[src/rtl/vga_pkg.sv]
// vga_pkg: shared VGA screen constants and the blitter draw-state type
package vga_pkg;
  localparam int SCREEN_W = 160;
  localparam int SCREEN_H = 120;
  localparam int COLOUR_W = 3;
  localparam int SCR_TITLE = 0;
  localparam int SCR_WIN = 1;
  localparam int SCR_LOSE = 2;
  typedef enum logic [1:0] {ST_IDLE, ST_RUN, ST_DRAIN} blit_state_e;
endpackage

[src/rtl/rom_blitter_blit_scan.sv]
// blit_scan: draw FSM with row/column/address scan counters
module blit_scan
  import vga_pkg::*;
#(
  parameter int IMG_W = 160,
  parameter int IMG_H = 120,
  parameter int ROM_LAT = 1,
  parameter int CW = 8,
  parameter int RW = 7,
  parameter int ADDR_W = 15
) (
  input  logic              clk,
  input  logic              resetn,
  input  logic              go,
  input  logic              frame,
  output logic              start,
  output logic              issue,
  output logic              last,
  output logic              busy,
  output logic [CW-1:0]     col,
  output logic [RW-1:0]     row,
  output logic [ADDR_W-1:0] addr
);
  blit_state_e state_q, state_d;
  logic [CW-1:0] col_q, col_d;
  logic [RW-1:0] row_q, row_d;
  logic [ADDR_W-1:0] addr_q, addr_d;
  logic [1:0] drain_q, drain_d;
  logic col_end;
  always_comb begin
    start = state_q == ST_IDLE && go && frame;
    issue = state_q == ST_RUN;
    col_end = col_q == CW'(IMG_W - 1);
    last = issue && col_end && row_q == RW'(IMG_H - 1);
    state_d = state_q;
    col_d = col_q;
    row_d = row_q;
    addr_d = addr_q;
    drain_d = drain_q;
    if (start) begin
      state_d = ST_RUN;
      col_d = '0;
      row_d = '0;
      addr_d = '0;
    end else if (last) begin
      state_d = ST_DRAIN;
      drain_d = 2'(ROM_LAT);
    end else if (issue) begin
      col_d = col_end ? '0 : col_q + 1'b1;
      row_d = col_end ? row_q + 1'b1 : row_q;
      addr_d = addr_q + 1'b1;
    end else if (state_q == ST_DRAIN) begin
      // the last pixel needs ROM_LAT+1 cycles to reach the output registers
      state_d = drain_q == '0 ? ST_IDLE : ST_DRAIN;
      drain_d = drain_q - 1'b1;
    end
  end
  always_ff @(posedge clk) begin
    if (!resetn) begin
      state_q <= ST_IDLE;
      col_q <= '0;
      row_q <= '0;
      addr_q <= '0;
      drain_q <= '0;
    end else begin
      state_q <= state_d;
      col_q <= col_d;
      row_q <= row_d;
      addr_q <= addr_d;
      drain_q <= drain_d;
    end
  end
  assign busy = state_q != ST_IDLE;
  assign col = col_q;
  assign row = row_q;
  assign addr = addr_q;
endmodule

[src/rtl/rom_blitter.sv]
// rom_blitter: copies a ROM-stored screen image to the VGA plot interface
module rom_blitter #(
  parameter int IMG_W = vga_pkg::SCREEN_W,
  parameter int IMG_H = vga_pkg::SCREEN_H,
  parameter int COLOUR_W = vga_pkg::COLOUR_W,
  parameter int N_SCREENS = 3,
  parameter int SEL_W = 2,
  parameter int XY_W = 10,
  parameter int ROM_LAT = 1,
  parameter int TRANSP_EN = 0,
  parameter int TRANSP_KEY = 0
) (
  input  logic                               clk,
  input  logic                               resetn,
  input  logic                               go,
  input  logic                               frame,
  input  logic [SEL_W-1:0]                   screen_select,
  input  logic [XY_W-1:0]                    x0,
  input  logic [XY_W-1:0]                    y0,
  output logic [$clog2(IMG_W*IMG_H)-1:0]     rom_addr,
  input  logic [N_SCREENS*COLOUR_W-1:0]      rom_q_bus,
  output logic                               plot,
  output logic [XY_W-1:0]                    x,
  output logic [XY_W-1:0]                    y,
  output logic [COLOUR_W-1:0]                colour,
  output logic                               busy,
  output logic                               done
);
  localparam int NPIX = IMG_W * IMG_H;
  localparam int ADDR_W = $clog2(NPIX);
  localparam int L = ROM_LAT + 1;
  localparam int CW = $clog2(IMG_W + 1);
  localparam int RW = $clog2(IMG_H + 1);
  localparam int SW = 2 + CW + RW;
  logic start, issue, last, t_vld, t_last;
  logic [CW-1:0] s_col, t_col;
  logic [RW-1:0] s_row, t_row;
  logic [(L-1)*SW-1:0] pipe_q, pipe_d;
  logic [SEL_W-1:0] sel_q, sel_d;
  logic [XY_W-1:0] x0_q, x0_d, y0_q, y0_d, x_q, x_d, y_q, y_d;
  logic [COLOUR_W-1:0] colour_q, colour_d, pix;
  logic [COLOUR_W-1:0] img [N_SCREENS];
  logic plot_q, plot_d, done_q, done_d;
  blit_scan #(
    .IMG_W(IMG_W), .IMG_H(IMG_H), .ROM_LAT(ROM_LAT), .CW(CW), .RW(RW), .ADDR_W(ADDR_W)
  ) u_scan (
    .clk(clk), .resetn(resetn), .go(go), .frame(frame), .start(start), .issue(issue),
    .last(last), .busy(busy), .col(s_col), .row(s_row), .addr(rom_addr)
  );
  for (genvar k = 0; k < N_SCREENS; k++) begin : g_img
    assign img[k] = rom_q_bus[k*COLOUR_W +: COLOUR_W];
  end
  // oldest stage sits at the top of pipe_q and lines up with rom_q_bus
  assign {t_vld, t_last, t_col, t_row} = pipe_q[(L-1)*SW-1 -: SW];
  always_comb begin
    pipe_d = ((L - 1) * SW)'({pipe_q, issue, last, s_col, s_row});
    sel_d = start ? screen_select : sel_q;
    x0_d = start ? x0 : x0_q;
    y0_d = start ? y0 : y0_q;
    pix = {1'b0, sel_q} < (SEL_W + 1)'(N_SCREENS) ? img[sel_q] : '0;
    colour_d = t_vld ? pix : colour_q;
    x_d = t_vld ? x0_q + XY_W'(t_col) : x_q;
    y_d = t_vld ? y0_q + XY_W'(t_row) : y_q;
    plot_d = t_vld && (TRANSP_EN == 0 || pix != COLOUR_W'(TRANSP_KEY));
    done_d = t_last;
  end
  always_ff @(posedge clk) begin
    if (!resetn) begin
      pipe_q <= '0;
      sel_q <= '0;
      x0_q <= '0;
      y0_q <= '0;
      colour_q <= '0;
      x_q <= '0;
      y_q <= '0;
      plot_q <= 1'b0;
      done_q <= 1'b0;
    end else begin
      pipe_q <= pipe_d;
      sel_q <= sel_d;
      x0_q <= x0_d;
      y0_q <= y0_d;
      colour_q <= colour_d;
      x_q <= x_d;
      y_q <= y_d;
      plot_q <= plot_d;
      done_q <= done_d;
    end
  end
  assign plot = plot_q;
  assign x = x_q;
  assign y = y_q;
  assign colour = colour_q;
  assign done = done_q;
endmodule

[config.mk]
export PLATFORM = sky130hd
export DESIGN_NAME = rom_blitter
export DESIGN_NICKNAME = d
export VERILOG_FILES = /design/src/rtl/vga_pkg.sv /design/src/rtl/rom_blitter_blit_scan.sv /design/src/rtl/rom_blitter.sv
export SDC_FILE = /design/constraint.sdc
export NUM_CORES = 1
export LEC_CHECK = 0
export CORE_MARGIN = 3
export CORE_UTILIZATION = 50
export DETAILED_ROUTE_END_ITERATION = 6
export DONT_BUFFER_PORTS = 1
export PLACE_DENSITY_LB_ADDON = 0.08
export SETUP_SLACK_MARGIN = 0.5
export SKIP_CTS_REPAIR_TIMING = 1
export SLEW_MARGIN = 20
export SYNTH_ARGS = -nofsm -noshare
export SYNTH_HDL_FRONTEND = slang
export SYNTH_SLANG_ARGS = --single-unit
[constraint.sdc]
create_clock -name clk -period 3.75 [get_ports clk]
set_clock_uncertainty 0.15 [all_clocks]
set_input_delay 1.125 -clock clk [delete_from_list [all_inputs] [get_ports clk]]
set_output_delay 1.125 -clock clk [all_outputs]
set_load 0.05 [all_outputs]
==> flow_metrics.tcl <==
set metrics [dict create \
    avgSynthCellArea_sq_um 8.51 \
    cp_top_family "flip-flops" \
    synth-async-reset-ratio_pct 0 \
    worstMarginPinSlew_ns 0.897 \
    floorplan.io_pins 76 \
    ys.warnings.count 0 \
    vias_in_the_first_global_route 3457 \
    layout.cells.non_filler 625 \
    drive_above_1_share_pct 5.38 \
    grt_usage_pct 20.3 \
    power.leakage_nw 1.75 \
    die_height_um 100 \
    htreeDepth 3 \
    result_of_the_run "finished, final reports clean" \
    critical_path_buf_inv_count 1 \
    hold_crit_class "reg -> reg" \
    drt.antenna.violating_nets 0 \
    leftover_overflow_at_the_end_of_global_routing 0 \
    synth_fa_ha_area_share_pct 6.24 \
    worstSetupPathType "reg -> out" \
    detail_route.vias_per_cell 5.73 \
    place.gp.congestion 0.826 \
    die_width_um 100 \
    irDropWorstVdd_mv 0.202 \
    yosys.area_share.xor_xnor_pct 5.12 \
    antenna_found_initial 0 \
    drt_pass1_iterations 4 \
    postRouteWirelength_um 9690 \
    dominant_combinational_cell_family_by_area_after_synthesis "simple AND/OR/NAND/NOR gates" \
    synth-simple-area-share_pct 25.1 \
    initial_core_util_pct 52.8 \
    grt_max_degree 37 \
    synth.largest_area_cell "sky130_fd_sc_hd__dfxtp_1" \
    synthDominantCellAreaShare_pct 44.1 \
    synth_seq_area_share_pct 44.1 \
    cts_tree "done" \
    core-area_sq_mm 0.00842 \
    cell_at_the_slowest_stage_of_the_critical_path "sky130_fd_sc_hd__dfxtp_1" \
    final.min_clock_period_ns 2.58 \
    routed_wire_length_per_instance_um 15.5 \
    timing.critical_path.from_type "flop" \
    cts_root_buffer "sky130_fd_sc_hd__clkbuf_8" \
    timing.final.hold_violations 0 \
    synth-edff-count 0 \
    area_growth_pct 6.05 \
    cts_num_sinks 98 \
    num-nets-final 571 \
    worst-path-max-fanout 6 \
    netlist_area_sq_mm 0.00445 \
    dr.first_iter.drc_count 108 \
    critPathArrivalTime_ns 1.30 \
    slew_viol_final 0 \
    maxCapViolCount 0 \
    synth.area.top_cells "sky130_fd_sc_hd__dfxtp_1 (44%), sky130_fd_sc_hd__nand2_1 (5.6%), sky130_fd_sc_hd__nor2_1 (5.6%)" \
    synth-compound-area-share_pct 13.7 \
    synthesis_stage_register_bit_count 98 \
    fmax_mhz 388 \
    yosys_most_used_dff "sky130_fd_sc_hd__dfxtp_1" \
    mostFrequentLayoutCells "sky130_fd_sc_hd__dfxtp_1 (98), sky130_fd_sc_hd__nor2_1 (66), sky130_fd_sc_hd__nand2_1 (66)" \
    dieArea_sq_mm 0.0101 \
    cpPeakStageDelay_ns 0.36 \
    cts-buffers-inserted 9 \
    slew-limit-headroom_pct 40.2 \
    layout.core_utilization_pct 56.0 \
    dr_total_vias 3579 \
    crit_chain "nor2_1, inv_1" \
    synth.mux.area_fraction_pct 2.25 \
    cp-end-kind "output port" \
    finalCritPeriodShare_pct 68.7 \
    grt_pass1_wl_um 16700 \
    rsz0062_at_grt "false" \
    cts-root-to-sink-buffers 2 \
    worst_skew_pair.late_latency_ns 0.35 \
    synthesis.nets 579 \
    worstPathRequired_ns 2.47 \
    rows 33 \
    synth_cell_types 50 \
    placedCellCount 609 \
    mostFrequentLayoutCell "sky130_fd_sc_hd__dfxtp_1" \
    antenna_cells 0 \
    io_buffers 0 \
    synthesis.instances 523 \
    power-per-cell-area_mw_per_mm2 396 \
    drc 0 \
    totalNegativeSetupSlack_ns 0 \
    post-dp-hpwl_um 6880 \
    clk_pin_slew_ns 0.09 \
    final_setup_fails 0 \
]
per-layer routing:
| layer | wire length, um | GRT usage, % | share of wire (%) |
|---|---|---|---|
| met1 | 4540 | 27.2 | 47 |
| met2 | 4470 | 32.0 | 46 |
| met3 | 537 | 4.24 | 5.5 |
| met4 | 155 | 7.98 | 1.6 |
| met5 | 0 | 0 | 0 |
power breakdown:
part | total [mW] | switching [mW] | internal [mW] | leakage [nW]
clock | 0.652 | 0.358 | 0.294 | 0.0944
sequential | 1.11 | 0.0459 | 1.06 | 0.793
combinational | 0.110 | 0.0728 | 0.0375 | 0.867
total | 1.87 | 0.477 | 1.39 | 1.75
final cells by class:
class / count / area, sq um
clock buffers: 12 / 165
clock inverters: 4 / 25.0
fillers: 812 / 3700
inverters: 16 / 60.1
multi-input cells: 384 / 2330
flip-flops and latches: 98 / 1960
well taps: 105 / 131
repair buffers: 6 / 45.0
registers in the layout, indices dropped and copies added (netlist names):
register and flops:
colour 3, done 1, pipe_q 17, plot 1
sel_q 2, u_scan.addr 15, u_scan.col 8, u_scan.drain_q 2
u_scan.row 7, u_scan.state_q 2, x 10, x0_q 10
y 10, y0_q 10
worst reg2reg max path, cell delays in order (launching register included):
cell and delay [ns]:
sky130_fd_sc_hd__dfxtp_1 0.32, sky130_fd_sc_hd__buf_4 0.29, sky130_fd_sc_hd__clkinv_1 0.69, sky130_fd_sc_hd__or3_1 0.58, sky130_fd_sc_hd__mux2i_1 0.14, sky130_fd_sc_hd__a311o_1 0.13
cell families (layout without fill, tap and decap cells):
logic type                 after synthesis  in the layout
muxes                                   10             10
buffers and inverters                   41             38
DFF                                     98             98
adders and majority gates               21             21
AOI/OAI and AO/OA                       97             97
xor gates and xnor gates                26             26
and+or+nand+nor                        230            230
synthesized netlist by cell type (2+ instances only):
cell type,number
sky130_fd_sc_hd__nand3_1,12
sky130_fd_sc_hd__xnor2_1,7
sky130_fd_sc_hd__nand4_1,20
sky130_fd_sc_hd__nor2b_1,5
sky130_fd_sc_hd__inv_1,15
sky130_fd_sc_hd__nand2b_1,2
sky130_fd_sc_hd__ha_1,19
sky130_fd_sc_hd__clkbuf_1,18
sky130_fd_sc_hd__fa_1,2
sky130_fd_sc_hd__nor2_1,66
sky130_fd_sc_hd__o211ai_1,4
sky130_fd_sc_hd__nand2_1,66
sky130_fd_sc_hd__mux2i_1,10
sky130_fd_sc_hd__xor2_1,19
sky130_fd_sc_hd__buf_2,3
sky130_fd_sc_hd__buf_1,4
sky130_fd_sc_hd__o21ai_0,17
sky130_fd_sc_hd__and2_1,18
sky130_fd_sc_hd__a21oi_1,38
sky130_fd_sc_hd__or3_1,3
sky130_fd_sc_hd__nor3_1,16
sky130_fd_sc_hd__and4_1,4
sky130_fd_sc_hd__a21o_1,2
sky130_fd_sc_hd__a2111oi_0,2
sky130_fd_sc_hd__o31a_1,3
sky130_fd_sc_hd__dfxtp_1,98
sky130_fd_sc_hd__and3_1,5
sky130_fd_sc_hd__nor4_1,3
sky130_fd_sc_hd__a211oi_1,13
sky130_fd_sc_hd__a31o_2,2
sky130_fd_sc_hd__o21a_1,4
sky130_fd_sc_hd__a31oi_1,5
stage by stage:
| stage | setup slack [ns] | area (sq um) | hold WS [ns] | total power, mW |
|---|---|---|---|---|
| after floorplan | 1.49 | 4450 | 0.262 | 1.22 |
| after CTS | 1.16 | 4720 | 0.305 | 1.89 |
| after detailed placement | 1.31 | 4530 | 0.281 | 1.24 |
| after global routing | 1.08 | 4720 | 0.334 | 1.95 |
| final | 1.17 | 4720 | 0.299 | 1.87 |
| after global placement | 1.27 | 4530 | 0.278 | 1.24 |
path summary, 6_finish.rpt:
path	cells after the start	slack [ns]	start	endpoint
worst max-delay path	2	1.17	u_scan.state_q[0]	busy
worst max register to register	5	1.40	pipe_q[16]	x[5]
worst min-delay path	1	0.30	pipe_q[15]	done
worst min register to register	1	0.30	pipe_q[15]	done
(Power assumes the default switching activity.)
